--- config.mk ---
export PLATFORM = sky130hd
export DESIGN_NAME = boton_antirrebote
export DESIGN_NICKNAME = d
export VERILOG_FILES = /design/src/rtl/boton_antirrebote.sv
export SDC_FILE = /design/constraint.sdc
export NUM_CORES = 1
export LEC_CHECK = 0
export CAP_MARGIN = 20
export CORE_MARGIN = 5
export CORE_UTILIZATION = 55
export CTS_CLUSTER_DIAMETER = 50
export DETAILED_ROUTE_END_ITERATION = 10
export PLACE_DENSITY = 0.74
export SETUP_SLACK_MARGIN = 0.3
export SYNTH_ARGS = -nofsm -noshare
export SYNTH_HDL_FRONTEND = slang
export SYNTH_SLANG_ARGS = --single-unit
--- constraint.sdc ---
create_clock -name Clk -period 4.09 [get_ports Clk]
set_input_delay 0.409 -clock Clk [delete_from_list [all_inputs] [get_ports Clk]]
set_output_delay 0.409 -clock Clk [all_outputs]
set_load 0.02 [all_outputs]
--- src/rtl/boton_antirrebote.sv ---
// -----------------------------------------------------------------------------
// boton_antirrebote
//   Front-end conditioner for the raw OPERATE pushbutton. The asynchronous
//   button is synchronised into the Clk domain and contact bounce is rejected.
//   A change is accepted only after DEB_CYCLES consecutive stable samples.
//   The module drives a clean registered level plus one-cycle Press and
//   Release strobes.
//
//   Optional feature (macro BTN_REPEAT_EN): while the button stays held,
//   Press auto-repeats. The first repeat comes REPEAT_DELAY cycles after HELD
//   entry, and later repeats come every REPEAT_PERIOD cycles. Without the
//   macro, no repeat logic is built.
//
// Ports
//   Clk      in   system clock, rising edge
//   Rst_n    in   asynchronous active-low reset
//   Btn      in   raw pushbutton, active-high, asynchronous, bouncing
//   OP       out  debounced level (HELD or CONF_OFF)
//   Press    out  one-cycle strobe on accepted press (and repeats if enabled)
//   Release  out  one-cycle strobe on accepted release
//   Busy     out  high while a change is being qualified
// -----------------------------------------------------------------------------
module boton_antirrebote #(
   parameter int unsigned SYNC_STAGES   = 2,
   parameter int unsigned DEB_CYCLES    = 50000,
   parameter int unsigned REPEAT_DELAY  = 500000,
   parameter int unsigned REPEAT_PERIOD = 100000
) (
   input  logic Clk,
   input  logic Rst_n,
   input  logic Btn,
   output logic OP,
   output logic Press,
   output logic Release,
   output logic Busy
);

   localparam int unsigned C_CNT_W = $clog2(DEB_CYCLES);
   localparam logic [C_CNT_W-1:0] C_CNT_LAST = C_CNT_W'(DEB_CYCLES - 1);

   typedef enum logic [1:0] {
      S_IDLE,
      S_CONF_ON,
      S_HELD,
      S_CONF_OFF
   } state_t;

   if (SYNC_STAGES < 2 || DEB_CYCLES < 2 || REPEAT_DELAY < 1 || REPEAT_PERIOD < 1)
   begin : g_param_check
      $error("boton_antirrebote: illegal parameter value");
   end

   logic [SYNC_STAGES-1:0] r_sync;
   logic                   w_btn_s;
   state_t                 r_state;
   state_t                 w_state_nxt;
   logic [C_CNT_W-1:0]     r_cnt;
   logic [C_CNT_W-1:0]     w_cnt_nxt;
   logic                   w_op_nxt;
   logic                   w_press_nxt;
   logic                   w_release_nxt;
   logic                   w_busy_nxt;
   logic                   w_rep_fire;

   assign w_btn_s = r_sync[SYNC_STAGES-1];

   // State register: synchroniser, FSM state, qualification counter and
   // registered outputs all update together.
   always_ff @(posedge Clk or negedge Rst_n) begin
      if (!Rst_n) begin
         r_sync  <= '0;
         r_state <= S_IDLE;
         r_cnt   <= '0;
         OP      <= 1'b0;
         Press   <= 1'b0;
         Release <= 1'b0;
         Busy    <= 1'b0;
      end else begin
         r_sync  <= {r_sync[SYNC_STAGES-2:0], Btn};
         r_state <= w_state_nxt;
         r_cnt   <= w_cnt_nxt;
         OP      <= w_op_nxt;
         Press   <= w_press_nxt;
         Release <= w_release_nxt;
         Busy    <= w_busy_nxt;
      end
   end

   // Next-state logic. The counter defaults to zero, so every state entry
   // (and every non-counting state) leaves it cleared.
   always_comb begin
      w_state_nxt = r_state;
      w_cnt_nxt   = '0;
      case (r_state)
         S_IDLE: begin
            if (w_btn_s) w_state_nxt = S_CONF_ON;
         end
         S_CONF_ON: begin
            if (!w_btn_s)                w_state_nxt = S_IDLE;
            else if (r_cnt == C_CNT_LAST) w_state_nxt = S_HELD;
            else                         w_cnt_nxt   = r_cnt + 1'b1;
         end
         S_HELD: begin
            if (!w_btn_s) w_state_nxt = S_CONF_OFF;
         end
         S_CONF_OFF: begin
            if (w_btn_s)                 w_state_nxt = S_HELD;
            else if (r_cnt == C_CNT_LAST) w_state_nxt = S_IDLE;
            else                         w_cnt_nxt   = r_cnt + 1'b1;
         end
         default: w_state_nxt = S_IDLE;
      endcase
   end

   // Output logic. Outputs are decoded from the next state so that the
   // registered outputs change on the same edge as the state.
   always_comb begin
      w_op_nxt      = (w_state_nxt == S_HELD) || (w_state_nxt == S_CONF_OFF);
      w_busy_nxt    = (w_state_nxt == S_CONF_ON) || (w_state_nxt == S_CONF_OFF);
      w_press_nxt   = ((r_state == S_CONF_ON) && (w_state_nxt == S_HELD)) || w_rep_fire;
      w_release_nxt = (r_state == S_CONF_OFF) && (w_state_nxt == S_IDLE);
   end

`ifdef BTN_REPEAT_EN
   localparam int unsigned C_REP_MAX = (REPEAT_DELAY > REPEAT_PERIOD) ? REPEAT_DELAY
                                                                      : REPEAT_PERIOD;
   localparam int unsigned C_REP_W   = $clog2(C_REP_MAX + 1);
   localparam logic [C_REP_W-1:0] C_REP_DLY_LAST = C_REP_W'(REPEAT_DELAY - 1);
   localparam logic [C_REP_W-1:0] C_REP_PER_LAST = C_REP_W'(REPEAT_PERIOD - 1);

   logic [C_REP_W-1:0] r_rep;
   logic               r_rep_first;
   logic               w_stay_held;

   assign w_stay_held = (r_state == S_HELD) && w_btn_s;
   assign w_rep_fire  = w_stay_held &&
                        (r_rep_first ? (r_rep == C_REP_DLY_LAST) : (r_rep == C_REP_PER_LAST));

   // r_rep counts cycles spent in HELD. It restarts after each repeat Press.
   // The r_rep_first flag selects between the initial delay and the repeat
   // period. Any cycle outside HELD rearms the initial delay.
   always_ff @(posedge Clk or negedge Rst_n) begin
      if (!Rst_n) begin
         r_rep       <= '0;
         r_rep_first <= 1'b1;
      end else if (w_stay_held) begin
         if (w_rep_fire) begin
            r_rep       <= '0;
            r_rep_first <= 1'b0;
         end else begin
            r_rep       <= r_rep + 1'b1;
         end
      end else begin
         r_rep       <= '0;
         r_rep_first <= 1'b1;
      end
   end
`else
   assign w_rep_fire = 1'b0;
`endif

endmodule

# == Yosys cells after proc, flatten, opt, wreduce, memory -nomap -nowiden ==
# Cells that the tools add are included.
# totals
reg_bits,24
latchBits,0
ramBits,0
romBits,0
inputBits,3
output_inout_bits,4
word_cells,32
memories,0
# classes
addsub,1
n_mul,0
n_div,0
n_lt_le_gt_ge,0
n_eq_ne,7
shifts,0
mux,11
bitwise,0
n_reduce_logical,6
# ops
operator,n
2-to-1 mux 16 bit,3
one-hot mux 16 bit (2 select lines),1
"adder 16 x 1 -> 16 bit, second input constant",1
"== test 16 bit, second input constant",1
2-to-1 mux 2 bit,6
"== test 2 bit, second input constant",4
one-hot mux 2 bit (4 select lines),1
"== test 2 x 1 -> 1 bit, second input constant",2
zero test 2 bit,2
logical AND 1 bit,2
logical OR 1 bit,2

# == Depth between registers and ports, before layout ==
# depth
ltp_word,6
depth_mapped,6
mapped_depth_nobuf,5

# == Worst setup path after synthesis ==
# Ideal clock, no wire load.
# synth_path
path_kind,flip-flop to flip-flop
start,register r_cnt[0]
end,register r_cnt[14]
setup_time_ns,0.077
t_arrival_ns,1.573
required_ns,4.013
setup_slack_ns,2.439
stages_incl_launch_ff,6
n_path_buf,0
period_less_slack_ns,1.651
path_cell_list,dfrtp_1 > ha_1 > nand3_1 > or4_1 > or3_1 > a21oi_1
# synth_via
elab_chain_len,4
elab_cells_between_ends,6
classes_between,1 x add/sub; 1 x eq/ne; 4 x mux
# synth_rtl
element,line_no,rtl
start: declaration,57,logic [C_CNT_W-1:0] r_cnt;
start signal: assignment,81,r_cnt <= w_cnt_nxt;
adder 16 x 1 -> 16 bit / == test 16 bit (equally long branches),--,
2-to-1 mux 16 bit *,"100, 108",
2-to-1 mux 16 bit (on tied branches),"107, 99",
one-hot mux 16 bit (2 select lines) *,94,case (r_state)
via w_cnt_nxt[14],58,logic [C_CNT_W-1:0] w_cnt_nxt;
# Mark *: on every way through the listed nets, which the timed path passes. The rest lies on a longest branch.

# == Final worst setup path ==
# Ends and elaborated chain as after synthesis.

==> results.py <==
metrics = {
    "placed_design": {
        "place.gp.congestion": 0.8385,
        "dp.final_hpwl_mm": 1.326,
        "place.port_buffers": 6,
        "place.detailed.instances": 129,
    },
    "finish": {
        "post_layout_nonfiller_instances": 134,
        "leading_cell_type_in_the_layout_fill_and_taps_excluded": "dfrtp_1",
        "most-common-layout-cells": "dfrtp_1 (23), nor2_1 (18), xnor2_1 (9)",
        "nNetsFinal": 114,
        "share_of_layout_cells_above_drive_strength_1": 0.09174,
        "area.growth.synth_to_final_pct": 12.41,
        "diodes": 0,
    },
    "timing": {
        "setup_repair_after_global_routing_missed_its_margin": "no",
        "finalHoldViolCount": 0,
        "post-route-period-util": 0.4486,
        "worst-slew-pin-transition_ns": 0.4739,
        "setup_viol": 0,
        "max_slew_margin": 0.6831,
        "period_needed_ns": 1.835,
        "finalSetupTns_ns": 0,
        "final_max_slew_viol_count": 0,
        "worst_clock_skew_ns": 0.002092,
        "fmax_achieved_ghz": 0.5450,
    },
    "clock_network": {
        "root_buffer": "clkbuf_4",
        "tritoncts_num_sinks": 23,
        "cts.reportedPaths.clkPinSlew_ns": 0.12,
        "tritoncts_clock_tree": "done",
        "insertion_delay_ns": 0.30,
        "post_cts_hold_buffers": 0,
        "number_of_h_tree_levels": 1,
        "post_cts_resized": 0,
        "post_cts.repair.setup_buffers": 0,
        "cts.path.max_buffers": 2,
        "number_of_buffers_created_by_cts": 3,
    },
    "detailed_routing": {
        "initialDrtViolationCount": 13,
        "total_routed_length_mm": 1.827,
        "dr_total_vias": 746,
        "detail_route.wl_per_cell_um": 13.63,
        "viasPerCell": 5.567,
        "drt_pre_antenna_iters": 4,
        "antenna_left": 0,
        "drc": 0,
    },
    "floorplan": {
        "die_height_um": 53.46,
        "design.die.area_um2": 2857,
        "die_width_um": 53.46,
        "floorplan.core_area_um2": 1764,
        "top_level_port_count": 7,
        "initial_core_utilization": 0.5887,
        "placementRows": 15,
    },
    "setup_path": {
        "timing.critical_path.from_type": "register",
        "crit_path_max_fanout": 4,
        "critical_path_class": "register to register",
        "critical_path.endpoint_type": "register",
        "cp_data_required_time_ns": 4.32,
        "data_arrival_time_of_the_critical_path_ns": 2.07,
    },
    "global_route": {
        "grt_start_max_net_pins": 24,
        "grt_usage": 0.1532,
        "via_count_of_the_first_global_routing_pass": 746,
        "grt_first_pass_wirelength_mm": 3.256,
        "antenna_found_initial": 0,
        "grt_overflow": 0,
    },
    "yosys": {
        "postSynthCellCount": 99,
        "synth_largest_area_cell": "dfrtp_1",
        "synthTopCellsByArea": "dfrtp_1 (55%), xnor2_1 (7.6%), nor2_1 (6.5%)",
        "post-synth-top-area-fraction": 0.5542,
        "flip_flop_and_latch_count_after_synthesis": 23,
        "ys_warn_count": 0,
        "net_count_of_the_mapped_netlist": 103,
        "postSynthAreaPerCell_um2": 10.49,
        "ys_types": 24,
        "synthesis.area_um2": 1038,
        "synth-seq-area-share": 0.5542,
    },
    "run": {
        "timing.max_cap.violations": 0,
    },
    "hold_path": {
        "holdCritPathClass": "register to register",
    },
    "outcome": {
        "run_status": "completed",
    },
    "power_and_ir_drop": {
        "peak_supply_drop_uv": 342.7,
        "power_leakage_nw": 0.4599,
        "power.density_cell_area_nw_per_um2": 296.7,
    },
}
[final timing paths]
check,startpoint,to,slack [ns],depth (start not counted)
setup / recovery,r_cnt[0],r_cnt[14],2.26,5
hold / removal,r_sync[0],r_sync[1],0.37,0
setup reg to reg,r_cnt[0],r_cnt[14],2.26,5
hold reg to reg,r_sync[0],r_sync[1],0.37,0
max in group asynchronous,Rst_n,r_cnt[2],3.22,2
min in group asynchronous,Rst_n,r_cnt[8],0.42,1
[cell usage after synthesis, drive strengths merged]
| library cell | n |
|---|---|
| nand4b | 1 |
| nand4 | 4 |
| buf | 1 |
| nor2 | 18 |
| a21oi | 2 |
| nand2 | 7 |
| mux2 | 2 |
| o31ai | 1 |
| ha | 1 |
| nor3 | 4 |
| or3 | 1 |
| o21ai | 1 |
| nor4 | 3 |
| or4 | 3 |
| a21o | 1 |
| xnor2 | 9 |
| nor3b | 2 |
| inv | 3 |
| or2 | 1 |
| dfrtp | 23 |
| and2 | 1 |
| nand3 | 6 |
| xor2 | 4 |
[registers in the layout (all words and copies together) (netlist names)]
| signal | cells |
|---|---|
| Release | 1 |
| r_sync | 2 |
| Press | 1 |
| r_state | 1 |
| OP | 1 |
| r_cnt | 16 |
| Busy | 1 |
[per-layer routing]
layer	part of all wire	wire, um	GRT usage	up-vias
li1	-	-	-	361
met1	0.47	862	0.2028	365
met2	0.48	874	0.2367	18
met3	0.044	80	0.05070	2
met4	0.0049	9	0.04255	0
met5	0	0	0	-
[power by group]
part | total [W] | internal (W) | switching, W
Sequential | 0.000232 | 0.000230 | 0.00000212
Combinational | 0.0000142 | 0.00000546 | 0.00000877
Clock | 0.000100 | 0.0000364 | 0.0000639
Total | 0.000346 | 0.000272 | 0.0000748
[kinds of logic after synthesis]
kind of cell	synth area share
buffers and inverters	0.01566
xor gates and xnor gates	0.1096
muxes	0.02169
adders and majority gates	0.01205
AOI/OAI and AO/OA	0.02892
DFF	0.5542
and+or+nand+nor	0.2578
[worst max-delay path, cell delays in order (launching register included)]
cell	delay, ns
dfrtp_1	0.40
ha_1	0.24
nand3_1	0.16
or4_1	0.46
or3_1	0.36
a21oi_1	0.14
[layout make-up]
type                    instances  area, um2
clock buffers                   3      22.52
clock inverters                 1      5.005
fillers                       157      596.8
inverters                       3      11.26
multi-input cells              72      446.7
flip-flops and latches         23      575.6
well taps                      25      31.28
repair buffers                  7      75.07
[per-stage QoR]
stage	worst slack (ns)	instance area [um2]	total power (W)	utilization	hold slack, ns
2_1_floorplan	2.439	1039	0.0002410	-	0.1134
5_1_grt	2.011	1167	0.0003660	0.6617	0.3910
6_report	2.255	1167	0.0003464	0.6617	0.3675
3_5_place_dp	2.299	1125	0.0002495	0.6376	0.3465
3_3_place_gp	2.324	1125	0.0002487	0.6376	0.3387
4_1_cts	2.275	1152	0.0003503	0.6532	0.3766
(Power assumes the default switching activity.)
